[config.mk]
export PLATFORM = sky130hd
export DESIGN_NAME = fft32_stage_scheduler_flat
export DESIGN_NICKNAME = d
export VERILOG_FILES = /design/src/rtl/fft32_stage_scheduler_if.sv /design/src/rtl/fft32_stage_scheduler.sv /design/src/flat_wrapper.sv
export SDC_FILE = /design/constraint.sdc
export NUM_CORES = 1
export LEC_CHECK = 0
export BUFFER_PORTS_ARGS = -buffer_cell sky130_fd_sc_hd__buf_2
export CAP_MARGIN = 20
export CORE_UTILIZATION = 60
export CTS_CLUSTER_DIAMETER = 120
export DETAILED_ROUTE_END_ITERATION = 7
export PLACE_DENSITY_LB_ADDON = 0.1
export SYNTH_ARGS = -nofsm -noshare
export SYNTH_HDL_FRONTEND = slang
export SYNTH_SLANG_ARGS = --single-unit
[constraint.sdc]
create_clock -name clk -period 7.1 [get_ports clk]
set_input_delay 0.355 -clock clk [delete_from_list [all_inputs] [get_ports clk]]
set_output_delay 0.355 -clock clk [all_outputs]
set_load 0.02 [all_outputs]
[src/rtl/fft32_stage_scheduler_if.sv]
// Handshake/bus bundle between the FFT scheduler and the
// butterfly datapath / sample memory.
interface fft32_stage_scheduler_if;
  logic       start;
  logic       busy;
  logic       bf_valid;
  logic [4:0] addr_a;
  logic [4:0] addr_b;
  logic [3:0] tw_idx;
  logic [2:0] stage;
  logic       wr_en;
  logic [4:0] wr_addr_a;
  logic [4:0] wr_addr_b;
  logic       done;
  logic       flag;

  modport master (
    input  start,
    output busy,
    output bf_valid,
    output addr_a,
    output addr_b,
    output tw_idx,
    output stage,
    output wr_en,
    output wr_addr_a,
    output wr_addr_b,
    output done,
    output flag
  );

  modport slave (
    output start,
    input  busy,
    input  bf_valid,
    input  addr_a,
    input  addr_b,
    input  tw_idx,
    input  stage,
    input  wr_en,
    input  wr_addr_a,
    input  wr_addr_b,
    input  done,
    input  flag
  );
endinterface

[src/rtl/fft32_stage_scheduler.sv]
// 32-point radix-2 DIT FFT scheduler: drives one shared butterfly
// over 5 stages x 16 butterflies with delayed in-place write-back.
module fft32_stage_scheduler #(
  parameter int BF_LAT = 2
) (
  input  logic                    clk,
  input  logic                    rst,
  fft32_stage_scheduler_if.master bus
);

  typedef enum logic [1:0] {
    S_IDLE,
    S_RUN,
    S_DRAIN,
    S_DONE
  } state_t;

  localparam logic [3:0] LAT = 4'(BF_LAT);

  state_t     r_state;
  state_t     w_state_nx;
  logic [2:0] r_s;
  logic [2:0] w_s_nx;
  logic [3:0] r_j;
  logic [3:0] w_j_nx;
  logic [3:0] r_cnt;
  logic [3:0] w_cnt_nx;
  logic       w_issue;
  logic       w_done_nx;
  logic       w_flag_nx;
  logic       w_busy_nx;

  logic       r_busy;
  logic       r_bf_valid;
  logic [4:0] r_addr_a;
  logic [4:0] r_addr_b;
  logic [3:0] r_tw;
  logic [2:0] r_stage;
  logic       r_done;
  logic       r_flag;

  logic [4:0] w_j5;
  logic [4:0] w_half;
  logic [4:0] w_pos;
  logic [4:0] w_grp;
  logic [4:0] w_addr_a;
  logic [4:0] w_addr_b;
  logic [3:0] w_tw;

  logic       r_pv [BF_LAT];
  logic [4:0] r_pa [BF_LAT];
  logic [4:0] r_pb [BF_LAT];

  always_ff @(posedge clk) begin
    if (rst) begin
      r_state    <= S_IDLE;
      r_s        <= 3'd0;
      r_j        <= 4'd0;
      r_cnt      <= 4'd0;
      r_busy     <= 1'b0;
      r_bf_valid <= 1'b0;
      r_addr_a   <= 5'd0;
      r_addr_b   <= 5'd0;
      r_tw       <= 4'd0;
      r_stage    <= 3'd0;
      r_done     <= 1'b0;
      r_flag     <= 1'b0;
    end else begin
      r_state    <= w_state_nx;
      r_s        <= w_s_nx;
      r_j        <= w_j_nx;
      r_cnt      <= w_cnt_nx;
      r_busy     <= w_busy_nx;
      r_bf_valid <= w_issue;
      r_done     <= w_done_nx;
      r_flag     <= w_flag_nx;
      if (w_issue) begin
        r_addr_a <= w_addr_a;
        r_addr_b <= w_addr_b;
        r_tw     <= w_tw;
        r_stage  <= w_s_nx;
      end
    end
  end

  // Outputs are registered from the next state, so the state and
  // the visible strobes always refer to the same cycle.
  always_comb begin
    w_state_nx = r_state;
    w_s_nx     = r_s;
    w_j_nx     = r_j;
    w_cnt_nx   = r_cnt;
    w_issue    = 1'b0;
    w_done_nx  = 1'b0;
    w_flag_nx  = r_flag;
    case (r_state)
      S_IDLE, S_DONE: begin
        if (bus.start) begin
          w_state_nx = S_RUN;
          w_s_nx     = 3'd0;
          w_j_nx     = 4'd0;
          w_issue    = 1'b1;
          w_flag_nx  = 1'b0;
        end else begin
          w_state_nx = S_IDLE;
        end
      end
      S_RUN: begin
        if (r_j == 4'd15) begin
          w_state_nx = S_DRAIN;
          w_cnt_nx   = 4'd1;
        end else begin
          w_j_nx  = r_j + 4'd1;
          w_issue = 1'b1;
        end
      end
      S_DRAIN: begin
        if (r_cnt == LAT) begin
          if (r_s == 3'd4) begin
            w_state_nx = S_DONE;
            w_done_nx  = 1'b1;
            w_flag_nx  = 1'b1;
          end else begin
            w_state_nx = S_RUN;
            w_s_nx     = r_s + 3'd1;
            w_j_nx     = 4'd0;
            w_issue    = 1'b1;
          end
        end else begin
          w_cnt_nx = r_cnt + 4'd1;
        end
      end
      default: begin
        w_state_nx = S_IDLE;
      end
    endcase
    w_busy_nx = (w_state_nx == S_RUN) ||
                (w_state_nx == S_DRAIN);
  end

  // Group/position split of j gives the in-place DIT leg pair.
  always_comb begin
    w_j5     = {1'b0, w_j_nx};
    w_half   = 5'd1 << w_s_nx;
    w_pos    = w_j5 & (w_half - 5'd1);
    w_grp    = w_j5 >> w_s_nx;
    w_addr_a = (w_grp << (w_s_nx + 3'd1)) | w_pos;
    w_addr_b = w_addr_a | w_half;
    w_tw     = 4'(w_pos << (3'd4 - w_s_nx));
  end

  always_ff @(posedge clk) begin
    if (rst) begin
      for (int i = 0; i < BF_LAT; i++) begin
        r_pv[i] <= 1'b0;
        r_pa[i] <= 5'd0;
        r_pb[i] <= 5'd0;
      end
    end else begin
      r_pv[0] <= r_bf_valid;
      r_pa[0] <= r_addr_a;
      r_pb[0] <= r_addr_b;
      for (int i = 1; i < BF_LAT; i++) begin
        r_pv[i] <= r_pv[i-1];
        r_pa[i] <= r_pa[i-1];
        r_pb[i] <= r_pb[i-1];
      end
    end
  end

  assign bus.busy      = r_busy;
  assign bus.bf_valid  = r_bf_valid;
  assign bus.addr_a    = r_addr_a;
  assign bus.addr_b    = r_addr_b;
  assign bus.tw_idx    = r_tw;
  assign bus.stage     = r_stage;
  assign bus.wr_en     = r_pv[BF_LAT-1];
  assign bus.wr_addr_a = r_pa[BF_LAT-1];
  assign bus.wr_addr_b = r_pb[BF_LAT-1];
  assign bus.done      = r_done;
  assign bus.flag      = r_flag;

endmodule
[src/flat_wrapper.sv]
// flat-port wrapper written by rule: the top's interface ports become plain ports
module fft32_stage_scheduler_flat 
#(
  parameter int BF_LAT = 2
)
  (clk, rst, bus_start, bus_busy, bus_bf_valid, bus_addr_a, bus_addr_b, bus_tw_idx, bus_stage, bus_wr_en, bus_wr_addr_a, bus_wr_addr_b, bus_done, bus_flag);
  fft32_stage_scheduler_if bus_i ();
  input  logic clk;
  input  logic rst;
  input wire logic [$bits(bus_i.start)-1:0] bus_start;
  output wire logic [$bits(bus_i.busy)-1:0] bus_busy;
  output wire logic [$bits(bus_i.bf_valid)-1:0] bus_bf_valid;
  output wire logic [$bits(bus_i.addr_a)-1:0] bus_addr_a;
  output wire logic [$bits(bus_i.addr_b)-1:0] bus_addr_b;
  output wire logic [$bits(bus_i.tw_idx)-1:0] bus_tw_idx;
  output wire logic [$bits(bus_i.stage)-1:0] bus_stage;
  output wire logic [$bits(bus_i.wr_en)-1:0] bus_wr_en;
  output wire logic [$bits(bus_i.wr_addr_a)-1:0] bus_wr_addr_a;
  output wire logic [$bits(bus_i.wr_addr_b)-1:0] bus_wr_addr_b;
  output wire logic [$bits(bus_i.done)-1:0] bus_done;
  output wire logic [$bits(bus_i.flag)-1:0] bus_flag;
  assign bus_i.start = bus_start;
  assign bus_busy = bus_i.busy;
  assign bus_bf_valid = bus_i.bf_valid;
  assign bus_addr_a = bus_i.addr_a;
  assign bus_addr_b = bus_i.addr_b;
  assign bus_tw_idx = bus_i.tw_idx;
  assign bus_stage = bus_i.stage;
  assign bus_wr_en = bus_i.wr_en;
  assign bus_wr_addr_a = bus_i.wr_addr_a;
  assign bus_wr_addr_b = bus_i.wr_addr_b;
  assign bus_done = bus_i.done;
  assign bus_flag = bus_i.flag;
  fft32_stage_scheduler #(.BF_LAT(BF_LAT)) u_core (.clk(clk), .rst(rst), .bus(bus_i));
endmodule
==> flow_summary.rst, run 1 <==
.. list-table::
   :header-rows: 1

   * - Metric
     - Value
   * - Post-layout min period
     - roughly 4000 ps
   * - Biggest area consumer among synthesized cells
     - sky130_fd_sc_hd__dfxtp_1
   * - Reg power frac
     - just under 60%
   * - Async set-or-reset flop fraction in the synthesized netlist
     - 0%
   * - Fraction of power consumed by the clock network
     - 31.2%
   * - Die height
     - 70.0 um
   * - Antenna viol nets, final
     - 0
   * - CP Capture Type
     - flip-flop
   * - Critical Path Start Type
     - flip-flop
   * - Total of max-cap violations
     - 0
   * - Die outline area
     - roughly 0.005 mm^2
   * - Fraction of synthesized cell area in xor and xnor cells
     - 0.316%
   * - Initial Utilization
     - roughly 63%
   * - Clock Tree Root
     - sky130_fd_sc_hd__clkbuf_8
   * - List of cells traversed by the critical path
     - inv_1 -> ha_1 -> nor2b_1 -> o21ai_0 -> o311ai_4 -> inv_1 -> ha_1 -> ha_1 -> inv_1 -> ha_1 -> xnor2_1 -> nor2_1 -> mux4_2 -> a32o_1
   * - Number of optimization iterations in the first detailed-route pass
     - 4
   * - Net switching component of the power
     - roughly 0.16 mW
   * - Largest fanout on the critical path
     - 15
   * - Vias in the first global route
     - 1979
   * - Post-synthesis cell type count
     - 58
   * - Slowest cell on the critical path
     - sky130_fd_sc_hd__nor2b_1
   * - Unrepaired setup endpoints after global routing
     - no
   * - Min setup slack post-route
     - between 3000 and 4000 ps
   * - Sinks on Clock Net
     - 56
   * - Row count
     - 24
   * - PostCTS Resize Cnt
     - 0
   * - Final Cell Area
     - between 0.002 and 0.003 mm^2
   * - Largest net degree at the start of global routing
     - 52
   * - Multiplexer share of the synthesized area
     - ~3.6%
   * - Bufs on Longest Clock Path
     - 2
   * - Post-synthesis adder-cell area fraction
     - roughly 6.8%
   * - Clock transition at the registers of the reported paths
     - approximately 100 ps
   * - Total nets after synthesis
     - roughly 330
   * - Top area cells in the synthesized netlist
     - sky130_fd_sc_hd__dfxtp_1 (40%), sky130_fd_sc_hd__ha_1 (6.8%), sky130_fd_sc_hd__nor2b_1 (5.9%)
   * - Commonest non-fill, non-tap cells in the layout
     - sky130_fd_sc_hd__dfxtp_1 (56), sky130_fd_sc_hd__nor2_1 (43), sky130_fd_sc_hd__buf_2 (34)
   * - Via count normalized by instance count
     - between 5 and 6
   * - Overall via count from detail_route
     - 2202
   * - Leakage
     - roughly 1.2 nW
   * - Share of the synthesized area in compound gates (AO/OA/AOI/OAI)
     - between 15 and 20%
   * - Number of flops mapped to enable cells by yosys
     - 0
   * - Internal power contribution
     - around 0.42 mW
   * - Switching portion of total power
     - a little over a quarter
   * - Most numerous cell on the critical path
     - sky130_fd_sc_hd__ha_1
   * - Worst-Skew Late Latency
     - about 310 ps
   * - Antenna Diode Count
     - 0
   * - Post-route DRC
     - 0
   * - Routability Congestion
     - approximately 0.87
   * - Share of final-layout standard cells stronger than drive strength 1
     - a little under a fifth
   * - #FFs+latches synth
     - 56
   * - Combinational power share
     - 11.1%
   * - Pins Over Slew Limit
     - 0
   * - Initial detailed-routing violation count
     - around 130
   * - Slew at the pin closest to its max-slew limit
     - between 800 and 900 ps
   * - Placement-stage worst setup slack
     - about 3100 ps
   * - Cell total after placement
     - 373
   * - Worst IR Drop VDD
     - approximately 0.000086 V
   * - Cell area after placement
     - roughly 0.0029 mm^2
   * - Power density normalized to cell area
     - slightly below 200 mW/mm^2
   * - Final number of hold-violating endpoints
     - 0
   * - Area share of the largest cell type after synthesis
     - approximately two fifths
   * - Final Total Pwr
     - slightly below 0.6 mW
   * - Crit Path Category
     - reg2reg
   * - Cell Area, Synth
     - ~0.0028 mm^2
   * - Sum Neg Setup Slack
     - 0 ps
   * - Average wire length per cell after detail routing
     - approximately 14 um
   * - Fraction of the mapped netlist area in simple logic gates
     - ~24%
   * - Post-CTS setup-driven buffer insertion count
     - 0
   * - Remaining global-route overflow
     - 0
   * - Floorplan core area
     - approximately 0.0044 mm^2
   * - Most common library cell in the layout ignoring fill and taps
     - sky130_fd_sc_hd__dfxtp_1
   * - Post-synthesis to final-layout area growth
     - 6.22%
   * - Endpoint required time on the critical path
     - between 7000 and 8000 ps
   * - Post-route clock period utilization
     - between 50% and 60%
   * - Wire length of the first global-routing pass
     - between 9000 and 10000 um
   * - Number of CTS-inserted buffers
     - 5
   * - Synth warnings
     - 0
   * - Peak Freq
     - 247 MHz
   * - Final core utilization
     - roughly two thirds
   * - Stage delay of the slowest cell on the critical path
     - 660 ps
   * - Number of setup violations in the final report
     - 0
   * - Clock tree from TritonCTS
     - done
   * - Top_reg_cell synth
     - sky130_fd_sc_hd__dfxtp_1
   * - Run status
     - complete, no violations
   * - Critical path data arrival time
     - 4260 ps
   * - Htree depth
     - 2
   * - Average instance area after synthesis
     - just under 9 um^2
   * - Number of nets in the final layout
     - between 300 and 400
   * - Number of cells produced by synthesis
     - approximately 310
   * - Number of antenna violations at the first check in global routing
     - 0
   * - Combinational family with the most area after synthesis
     - simple AND/OR/NAND/NOR gates
   * - Aggregate routed wire length
     - about 5400 um
   * - Sequential cell area fraction in the yosys report
     - between 40% and 50%
   * - Class of the most critical hold timing path
     - in2reg
   * - Filler cell count in the final layout
     - around 370
   * - Boundary pin count
     - 35
   * - DPL Wire Length
     - 3860 um
   * - Width of the chip
     - approximately 70 um
   * - Count of non-filler cells in the finished layout
     - 381
   * - All-Layer GR Usage
     - 23.5%
   * - Worst Hold Margin
     - 354 ps
   * - Worst max-slew margin expressed relative to the limit
     - slightly above 40%
   * - Count of input and output buffers
     - 34
   * - Hold-fix buffers at CTS
     - 0
   * - Setup skew after layout
     - approximately 4.4 ps
[cells by family (layout without fill, tap and decap cells)]
kind of cell	count (synthesis)	count (layout)
buffers and inverters	42	57
muxes	8	8
adders and majority gates	15	15
xor gates and xnor gates	1	1
and+or+nand+nor	130	130
DFF	56	56
AOI/OAI and AO/OA	62	62
[registers in the layout, summed over array words and instances, names as in the netlist]
name / flops
u_core.bus.tw_idx: 4
u_core.bus.flag: 1
u_core.r_pa: 10
u_core.r_state: 2
u_core.bus.bf_valid: 1
u_core.r_pb: 10
u_core.r_pv: 2
u_core.r_j: 4
u_core.r_cnt: 4
u_core.bus.addr_b: 5
u_core.bus.done: 1
u_core.bus.stage: 3
u_core.bus.busy: 1
u_core.r_s: 3
u_core.bus.addr_a: 5
[critical path, delay by kind of cell (launching register included)]
family                     cells  cell delay [ps]
adders and majority gates      4             1170
and+or+nand+nor                2              760
AOI/OAI and AO/OA              3              690
muxes                          1              480
DFF                            1              380
buffers and inverters          3              350
xor gates and xnor gates       1              120
[path summary, 6_finish.rpt]
check / from / to / slack [ps] / cells after the start
worst min register to register: u_core.r_pa[0][2] / u_core.r_pa[0][7] / 450 / 1
worst min-delay path: bus_start / u_core.bus.flag / 350 / 3
worst max-delay path: u_core.r_state[0] / u_core.bus.tw_idx[3] / 3060 / 14
worst max register to register: u_core.r_state[0] / u_core.bus.tw_idx[3] / 3060 / 14
[power groups by stage]
| stage | registers [mW] | logic, mW | clock network, mW |
|---|---|---|---|
| 6_report | 0.333 | 0.0638 | 0.180 |
| 5_1_grt | 0.335 | 0.0712 | 0.197 |
| 4_1_cts | 0.333 | 0.0640 | 0.186 |
| 3_5_place_dp | 0.340 | 0.0638 | 0 |
| 3_3_place_gp | 0.340 | 0.0632 | 0 |
| 2_1_floorplan | 0.348 | 0.0399 | 0 |
[synthesized netlist by cell type, types with 4 or more instances]
library cell and number:
sky130_fd_sc_hd__a211oi_1 7, sky130_fd_sc_hd__a21oi_1 13, sky130_fd_sc_hd__a31oi_1 6, sky130_fd_sc_hd__buf_4 10
sky130_fd_sc_hd__clkbuf_1 14, sky130_fd_sc_hd__dfxtp_1 56, sky130_fd_sc_hd__ha_1 15, sky130_fd_sc_hd__inv_1 13
sky130_fd_sc_hd__mux2i_1 4, sky130_fd_sc_hd__nand2_1 19, sky130_fd_sc_hd__nand3_1 8, sky130_fd_sc_hd__nor2_1 43
sky130_fd_sc_hd__nor2b_1 26, sky130_fd_sc_hd__nor3_1 5, sky130_fd_sc_hd__o211ai_1 4, sky130_fd_sc_hd__o21ai_0 9
[final cells by class]
cell class | instances | area, um^2 | share of cell area, %
clock buffers | 5 | 68.8 | 2.34
inverters | 14 | 52.6 | 1.78
multi-input cells | 216 | 1430 | 48.7
well taps | 52 | 65.1 | 2.21
clock inverters | 3 | 27.5 | 0.934
flip-flops and latches | 56 | 1120 | 38.0
repair buffers | 35 | 178 | 6.03
[routing by layer]
layer	track usage, %	share of wire, %	vias to the layer above
li1	-	-	1113
met1	32.2	48	1026
met2	38.1	46	56
met3	3.32	4.7	7
met4	7.78	1.4	0
met5	0	0	-
(Power assumes the default switching activity.)
==> inputs of run 2 (changes only) <==
Settings changed: CORE_UTILIZATION 60 to 57.
Clock period 7.1 ns to 4.1 ns, I/O delays scaled along.
==> flow_summary.rst, run 2 (synthesis gave the netlist of run 1 again) <==
.. list-table::
   :header-rows: 1

   * - Metric
     - Value
   * - Critical path data arrival time
     - 3970 ps (was 4260 ps)
   * - All-Layer GR Usage
     - 23.8% (was 23.5%)
   * - Run status
     - complete, no violations (unchanged)
   * - Aggregate routed wire length
     - 5660 um (was 5440 um)
   * - CP top delay family
     - simple AND/OR/NAND/NOR gates (was adder cells)
   * - Average wire length per cell after detail routing
     - 14.6 um (was 14.3 um)
   * - Filler cell count in the final layout
     - 415 (was 366)
   * - Number of setup violations in the final report
     - 0 (unchanged)
   * - Critical Path Start Type
     - flip-flop (unchanged)
   * - Remaining global-route overflow
     - 0 (unchanged)
   * - Boundary pin count
     - 35 (unchanged)
   * - Power density normalized to cell area
     - 337 mW/mm^2 (was 196 mW/mm^2)
   * - Pins Over Slew Limit
     - 0 (unchanged)
   * - Unrepaired setup endpoints after global routing
     - no (unchanged)
   * - Leakage
     - 1.26 nW (was 1.24 nW)
   * - Post-CTS setup-driven buffer insertion count
     - 0 (unchanged)
   * - Multi-input logic area
     - 0.00143 mm^2 (unchanged)
   * - Slew at the pin closest to its max-slew limit
     - 634 ps (was 889 ps)
   * - Antenna viol nets, final
     - 0 (unchanged)
   * - CP Capture Type
     - flip-flop (unchanged)
   * - Registers with the most flip-flops
     - u_core.r_pa x10, u_core.r_pb x10 (unchanged)
   * - Final Total Pwr
     - 1.01 mW (was 0.577 mW)
   * - Largest net degree at the start of global routing
     - 29 (was 52)
   * - Floorplan core area
     - 0.00469 mm^2 (was 0.00438 mm^2)
   * - Final number of hold-violating endpoints
     - 0 (unchanged)
   * - Row count
     - 25 (was 24)
   * - Crit path buffers/inverters
     - 2 (was 3)
   * - Die outline area
     - 0.00515 mm^2 (was 0.00490 mm^2)
   * - Clock Tree Root
     - sky130_fd_sc_hd__clkbuf_8 (unchanged)
   * - Post-synthesis to final-layout area growth
     - 7.67% (was 6.22%)
   * - Crit Path Category
     - reg2reg (unchanged)
   * - Number of antenna violations at the first check in global routing
     - 0 (unchanged)
   * - List of cells traversed by the critical path
     - inv_1 -> ha_1 -> or3b_1 -> o211ai_2 -> and3_1 -> inv_2 -> ha_1 -> ha_1 -> or3b_2 -> nor4_1 -> a21oi_1 -> nor4_1 -> a211o_1 (was inv_1 -> ha_1 -> nor2b_1 -> o21ai_0 -> o311ai_4 -> inv_1 -> ha_1 -> ha_1 -> inv_1 -> ha_1 -> xnor2_1 -> nor2_1 -> mux4_2 -> a32o_1)
   * - Commonest non-fill, non-tap cells in the layout
     - sky130_fd_sc_hd__dfxtp_1 (56), sky130_fd_sc_hd__nor2_1 (43), sky130_fd_sc_hd__buf_2 (34) (unchanged)
   * - Worst max-slew margin expressed relative to the limit
     - 57.5% (was 40.7%)
   * - Worst Hold Margin
     - 215 ps (was 354 ps)
   * - Initial Utilization
     - 59.1% (was 63.3%)
   * - Overall via count from detail_route
     - 2201 (was 2202)
   * - DPL Wire Length
     - 4030 um (was 3860 um)
   * - Antenna Diode Count
     - 0 (unchanged)
   * - Largest fanout on the critical path
     - 12 (was 15)
   * - Hold-fix buffers at CTS
     - 0 (unchanged)
   * - Sum Neg Setup Slack
     - 0 ps (unchanged)
   * - Via count normalized by instance count
     - 5.67 (was 5.78)
   * - Share of final-layout standard cells stronger than drive strength 1
     - 19.8% (was 18.5%)
   * - Final Cell Area
     - 0.00299 mm^2 (was 0.00295 mm^2)
   * - Post-route DRC
     - 0 (unchanged)
   * - Post-layout min period
     - 3700 ps (was 4040 ps)
   * - Worst IR Drop VDD
     - 0.000158 V (was 0.0000862 V)
   * - Worst-Skew Late Latency
     - 320 ps (was 310 ps)
   * - Clock tree from TritonCTS
     - done (unchanged)
   * - Routability Congestion
     - 0.892 (was 0.873)
   * - Initial detailed-routing violation count
     - 120 (was 125)
   * - Clock transition at the registers of the reported paths
     - 110 ps (was 100 ps)
   * - Post-route clock period utilization
     - 90.3% (was 57.0%)
   * - Most numerous cell on the critical path
     - sky130_fd_sc_hd__ha_1 (unchanged)
   * - Number of CTS-inserted buffers
     - 5 (unchanged)
   * - Die height
     - 71.8 um (was 70.0 um)
   * - Most common library cell in the layout ignoring fill and taps
     - sky130_fd_sc_hd__dfxtp_1 (unchanged)
   * - Vias in the first global route
     - 1997 (was 1979)
   * - Stage delay of the slowest cell on the critical path
     - 510 ps (was 660 ps)
   * - Class of the most critical hold timing path
     - in2reg (unchanged)
   * - Htree depth
     - 2 (unchanged)
   * - Bufs on Longest Clock Path
     - 2 (unchanged)
   * - Final core utilization
     - 63.7% (was 67.2%)
   * - Width of the chip
     - 71.8 um (was 70.0 um)
   * - Total of max-cap violations
     - 0 (unchanged)
   * - Cell area after placement
     - 0.00289 mm^2 (was 0.00285 mm^2)
   * - Endpoint required time on the critical path
     - 4370 ps (was 7310 ps)
   * - Number of nets in the final layout
     - 351 (was 346)
   * - Worst reg2reg path depth
     - 13 (was 14)
   * - Depth of the worst hold-timing path
     - 3 (unchanged)
   * - Setup skew after layout
     - 6.46 ps (was 4.39 ps)
   * - Peak Freq
     - 270 MHz (was 247 MHz)
   * - Stages on worst setup path
     - 13 (was 14)
   * - Sinks on Clock Net
     - 56 (unchanged)
   * - Number of optimization iterations in the first detailed-route pass
     - 4 (unchanged)
   * - PostCTS Resize Cnt
     - 0 (unchanged)
   * - Count of input and output buffers
     - 34 (unchanged)
   * - Seq. cell area
     - 0.00112 mm^2 (unchanged)
   * - Wire length of the first global-routing pass
     - 9620 um (was 9360 um)
   * - Slowest cell on the critical path
     - sky130_fd_sc_hd__or3b_1 (was sky130_fd_sc_hd__nor2b_1)
-- run 2: worst paths after layout --
| path | startpoint | end | slack [ps] |
|---|---|---|---|
| worst max-delay path | u_core.r_cnt[0] | u_core.bus.addr_a[4] | 400 |
| worst min-delay path | bus_start | u_core.bus.flag | 220 |
| worst min register to register | u_core.r_pb[0][0] | u_core.r_pb[0][5] | 440 |
| worst max register to register | u_core.r_cnt[0] | u_core.bus.addr_a[4] | 400 |
-- run 2: power breakdown --
| part | switching (mW) | internal (mW) |
|---|---|---|
| clock network | 0.191 | 0.126 |
| logic | 0.0746 | 0.0391 |
| registers | 0.0102 | 0.566 |
-- run 2: cell type report --
cell class | instances | share of cell area, %
well taps | 54 | 2.26
clock inverters | 3 | 0.922
inverters | 14 | 1.76
repair buffers | 40 | 7.21
flip-flops and latches | 56 | 37.5
clock buffers | 5 | 2.30
multi-input cells | 216 | 48.0
-- run 2: layer usage --
layer  up-vias  wire length (um)  track usage (%)
met4         0               102             9.59
met2        65              2520             35.8
met5         -                 0                0
met1      1010              2710             33.8
li1       1118                 -                -
met3         8               322             4.50
-- run 2: worst reg2reg max path, delay by kind of cell, from the launching register on --
kind | cells | cell delay [ps]
compound gates | 3 | 440
fa+ha+maj | 3 | 760
buf+inv | 2 | 300
flops | 1 | 340
simple gates | 5 | 1820
-- run 2: through the flow --
| step | cells | worst slack, ps |
|---|---|---|
| 6_report | 388 | 398 |
| 5_1_grt | 388 | 84.3 |
| 4_1_cts | 388 | 398 |
| 3_5_place_dp | 380 | 432 |
| 3_3_place_gp | 380 | 570 |
| 2_1_floorplan | 314 | 860 |
==> inputs of run 3 (changes only) <==
Settings changed: ABC_AREA set to 1, CORE_MARGIN set to 2, SLEW_MARGIN set to 20.
==> flow_summary.rst, run 3 <==
.. list-table::
   :header-rows: 1

   * - Metric
     - Value
   * - Combinational power share
     - 14.1% (was 11.3%)
   * - Antenna Diode Count
     - 0 (unchanged)
   * - Power density normalized to cell area
     - 349 mW/mm^2 (was 337 mW/mm^2)
   * - Htree depth
     - 2 (unchanged)
   * - Worst-Skew Late Latency
     - 310 ps (was 320 ps)
   * - Cell with the most instances after synthesis
     - sky130_fd_sc_hd__dfxtp_1 (unchanged)
   * - Slew at the pin closest to its max-slew limit
     - 759 ps (was 634 ps)
   * - Bufs on Longest Clock Path
     - 2 (unchanged)
   * - Cell total after placement
     - 428 (was 380)
   * - Total of max-cap violations
     - 0 (unchanged)
   * - Internal power contribution
     - 0.740 mW (was 0.731 mW)
   * - Number of optimization iterations in the first detailed-route pass
     - 4 (unchanged)
   * - Average wire length per cell after detail routing
     - 12.3 um (was 14.6 um)
   * - Post-route DRC
     - 0 (unchanged)
   * - Setup slack of the worst register-to-register path
     - 1060 ps (was 400 ps)
   * - Clock tree from TritonCTS
     - done (unchanged)
   * - Worst max-slew margin expressed relative to the limit
     - 49.4% (was 57.5%)
   * - Post-synthesis to final-layout area growth
     - 7.10% (was 7.67%)
   * - Most numerous cell on the critical path
     - sky130_fd_sc_hd__ha_1 (unchanged)
   * - CP Capture Type
     - flip-flop (unchanged)
   * - Largest net degree at the start of global routing
     - 42 (was 29)
   * - #FFs+latches synth
     - 56 (unchanged)
   * - Registers with the most flip-flops
     - u_core.r_pa x10, u_core.r_pb x10 (unchanged)
   * - Class of the most critical hold timing path
     - in2reg (unchanged)
   * - Placement-stage worst setup slack
     - 1070 ps (was 432 ps)
   * - Final Total Pwr
     - 1.03 mW (was 1.01 mW)
   * - Sinks on Clock Net
     - 56 (unchanged)
   * - Peak Freq
     - 329 MHz (was 270 MHz)
   * - Via count normalized by instance count
     - 5.17 (was 5.67)
   * - Hold-fix buffers at CTS
     - 0 (unchanged)
   * - Vias in the first global route
     - 2069 (was 1997)
   * - Post-layout min period
     - 3040 ps (was 3700 ps)
   * - Number of CTS-inserted buffers
     - 5 (unchanged)
   * - Endpoint required time on the critical path
     - 4350 ps (was 4370 ps)
   * - Worst Hold Endpoint
     - u_core.bus.flag (unchanged)
   * - Die outline area
     - 0.00543 mm^2 (was 0.00515 mm^2)
   * - Number of nets in the final layout
     - 399 (was 351)
   * - Sum Neg Setup Slack
     - 0 ps (unchanged)
   * - Count of input and output buffers
     - 34 (unchanged)
   * - Count of non-filler cells in the finished layout
     - 436 (was 388)
   * - Largest fanout on the critical path
     - 8 (was 12)
   * - Final core utilization
     - 63.2% (was 63.7%)
   * - Post-synth top cells
     - sky130_fd_sc_hd__dfxtp_1 (56), sky130_fd_sc_hd__inv_1 (50), sky130_fd_sc_hd__nor2_1 (50) (was sky130_fd_sc_hd__dfxtp_1 (56), sky130_fd_sc_hd__nor2_1 (43), sky130_fd_sc_hd__nor2b_1 (26))
   * - Worst IR Drop VDD
     - 0.000242 V (was 0.000158 V)
   * - Commonest non-fill, non-tap cells in the layout
     - sky130_fd_sc_hd__dfxtp_1 (56), sky130_fd_sc_hd__inv_1 (50), sky130_fd_sc_hd__nor2_1 (50) (was sky130_fd_sc_hd__dfxtp_1 (56), sky130_fd_sc_hd__nor2_1 (43), sky130_fd_sc_hd__buf_2 (34))
   * - Clock transition at the registers of the reported paths
     - 100 ps (was 110 ps)
   * - Switching portion of total power
     - 28.5% (was 27.4%)
   * - Number of flops mapped to enable cells by yosys
     - 0 (unchanged)
   * - Area share of the largest cell type after synthesis
     - 40.5% (was 40.4%)
   * - Pins Over Slew Limit
     - 0 (unchanged)
   * - Average instance area after synthesis
     - 7.69 um^2 (was 8.83 um^2)
   * - Biggest area consumer among synthesized cells
     - sky130_fd_sc_hd__dfxtp_1 (unchanged)
   * - Top_reg_cell synth
     - sky130_fd_sc_hd__dfxtp_1 (unchanged)
   * - Share of final-layout standard cells stronger than drive strength 1
     - 20.7% (was 19.8%)
   * - Synth warnings
     - 0 (unchanged)
   * - Reg power frac
     - 56.6% (was 57.2%)
   * - Fraction of power consumed by the clock network
     - 29.3% (was 31.5%)
   * - Stage delay of the slowest cell on the critical path
     - 410 ps (was 510 ps)
   * - Final number of hold-violating endpoints
     - 0 (unchanged)
   * - Sequential cell area fraction in the yosys report
     - 40.5% (was 40.4%)
   * - Cell Area, Synth
     - 0.00277 mm^2 (about the same)
   * - Cell area after placement
     - 0.00287 mm^2 (was 0.00289 mm^2)
   * - PostCTS Resize Cnt
     - 0 (unchanged)
   * - Wire length of the first global-routing pass
     - 9360 um (was 9620 um)
   * - DPL Wire Length
     - 3960 um (was 4030 um)
   * - Number of setup violations in the final report
     - 0 (unchanged)
   * - Setup skew after layout
     - 7.22 ps (was 6.46 ps)
   * - Worst r2r dst
     - u_core.bus.tw_idx[3] (was u_core.bus.addr_a[4])
   * - Boundary pin count
     - 35 (unchanged)
   * - Async set-or-reset flop fraction in the synthesized netlist
     - 0% (unchanged)
   * - Slowest cell on the critical path
     - sky130_fd_sc_hd__ha_1 (was sky130_fd_sc_hd__or3b_1)
   * - Worst reg2reg path depth
     - 17 (was 13)
   * - Post-CTS setup-driven buffer insertion count
     - 0 (unchanged)
   * - Run status
     - complete, no violations (unchanged)
   * - List of cells traversed by the critical path
     - inv_1 -> ha_1 -> inv_4 -> nor2_8 -> nor2_2 -> nand2_1 -> a21oi_2 -> ha_1 -> ha_1 -> inv_1 -> ha_1 -> or2_1 -> o21ai_2 -> o21ai_1 -> nor2_1 -> nor2_1 -> nor2_1 (was inv_1 -> ha_1 -> or3b_1 -> o211ai_2 -> and3_1 -> inv_2 -> ha_1 -> ha_1 -> or3b_2 -> nor4_1 -> a21oi_1 -> nor4_1 -> a211o_1)
   * - Total nets after synthesis
     - 378 (was 332)
   * - Post-synthesis cell type count
     - 42 (was 58)
   * - Antenna viol nets, final
     - 0 (unchanged)
   * - Crit Path Category
     - reg2reg (unchanged)
   * - Crit path buffers/inverters
     - 3 (was 2)
   * - Top area cells in the synthesized netlist
     - sky130_fd_sc_hd__dfxtp_1 (41%), sky130_fd_sc_hd__ha_1 (6.8%), sky130_fd_sc_hd__inv_1 (6.8%) (was sky130_fd_sc_hd__dfxtp_1 (40%), sky130_fd_sc_hd__ha_1 (6.8%), sky130_fd_sc_hd__nor2b_1 (5.9%))
   * - Critical Path Start Type
     - flip-flop (unchanged)
   * - CP top delay family
     - adder cells (was simple AND/OR/NAND/NOR gates)
   * - Leakage
     - 1.42 nW (was 1.26 nW)
   * - Depth of the worst hold-timing path
     - 3 (unchanged)
   * - Worst Hold Margin
     - 326 ps (was 215 ps)
   * - Overall via count from detail_route
     - 2256 (was 2201)
   * - Initial Utilization
     - 59.0% (was 59.1%)
   * - Critical path data arrival time
     - 3280 ps (was 3970 ps)
   * - Final Cell Area
     - 0.00296 mm^2 (was 0.00299 mm^2)
   * - Aggregate routed wire length
     - 5370 um (was 5660 um)
   * - All-Layer GR Usage
     - 22.1% (was 23.8%)
   * - Number of antenna violations at the first check in global routing
     - 0 (unchanged)
   * - Most common library cell in the layout ignoring fill and taps
     - sky130_fd_sc_hd__dfxtp_1 (unchanged)
   * - Width of the chip
     - 73.7 um (was 71.8 um)
   * - Floorplan core area
     - 0.00469 mm^2 (unchanged)
   * - Post-route clock period utilization
     - 74.1% (was 90.3%)
   * - Net switching component of the power
     - 0.295 mW (was 0.276 mW)
   * - Clock Tree Root
     - sky130_fd_sc_hd__clkbuf_8 (unchanged)
   * - Row count
     - 25 (unchanged)
   * - Origin of the critical flop-to-flop path
     - u_core.r_state[0] (was u_core.r_cnt[0])
   * - Remaining global-route overflow
     - 0 (unchanged)
   * - Worst Min Path Start
     - bus_start (unchanged)
   * - Unrepaired setup endpoints after global routing
     - no (unchanged)
   * - Die height
     - 73.7 um (was 71.8 um)
   * - Routability Congestion
     - 0.923 (was 0.892)
   * - Number of cells produced by synthesis
     - 360 (was 314)
   * - Initial detailed-routing violation count
     - 151 (was 120)
   * - Min setup slack post-route
     - 1060 ps (was 398 ps)
run 3: cells by family after synthesis:
family	Yosys count	synth area share, %
buffers and inverters	77	12.7
adders and majority gates	15	6.78
AOI/OAI and AO/OA	47	10.4
xor gates and xnor gates	2	0.633
DFF	56	40.5
and+or+nand+nor	163	29.0
run 3: worst min-delay path: stages:
cell and delay (ps):
sky130_fd_sc_hd__buf_2 150, sky130_fd_sc_hd__nand3_1 100, sky130_fd_sc_hd__a32o_1 160
run 3: power by group through the flow:
stage          combinational [mW]  clock [mW]  sequential (mW)
6_report                    0.146       0.303            0.586
5_1_grt                     0.164       0.334            0.589
4_1_cts                     0.146       0.314            0.586
3_5_place_dp                0.146           0            0.598
3_3_place_gp                0.144           0            0.598
2_1_floorplan              0.0956           0            0.614
run 3: worst max path at each step:
stage	startpoint	end	slack, ps	depth (start not counted)
4_1_cts	u_core.r_state[0]	u_core.bus.tw_idx[3]	1040	17
2_1_floorplan	u_core.r_state[0]	u_core.bus.tw_idx[3]	1420	17
3_3_place_gp	u_core.r_state[0]	u_core.bus.tw_idx[3]	1230	17
3_5_place_dp	u_core.r_state[0]	u_core.bus.tw_idx[3]	1070	17
6_report	u_core.r_state[0]	u_core.bus.tw_idx[3]	1060	17
5_1_grt	u_core.r_state[0]	u_core.bus.tw_idx[3]	780	17
run 3: cell type report:
type | instances | area, um^2
Sequential cell | 56 | 1120
Tap cell | 54 | 67.6
Clock buffer | 5 | 68.8
Multi-Input combinational cell | 227 | 1300
Clock inverter | 3 | 21.3
Timing Repair Buffer | 34 | 170
Fill cell | 441 | 1730
Inverter | 57 | 219
run 3: routing by layer:
layer	track usage, %	up-vias	wire (um)
met5	0	-	0
met4	8.28	0	108
met1	31.0	1014	2660
met2	33.3	56	2340
met3	4.80	10	270
li1	-	1176	-
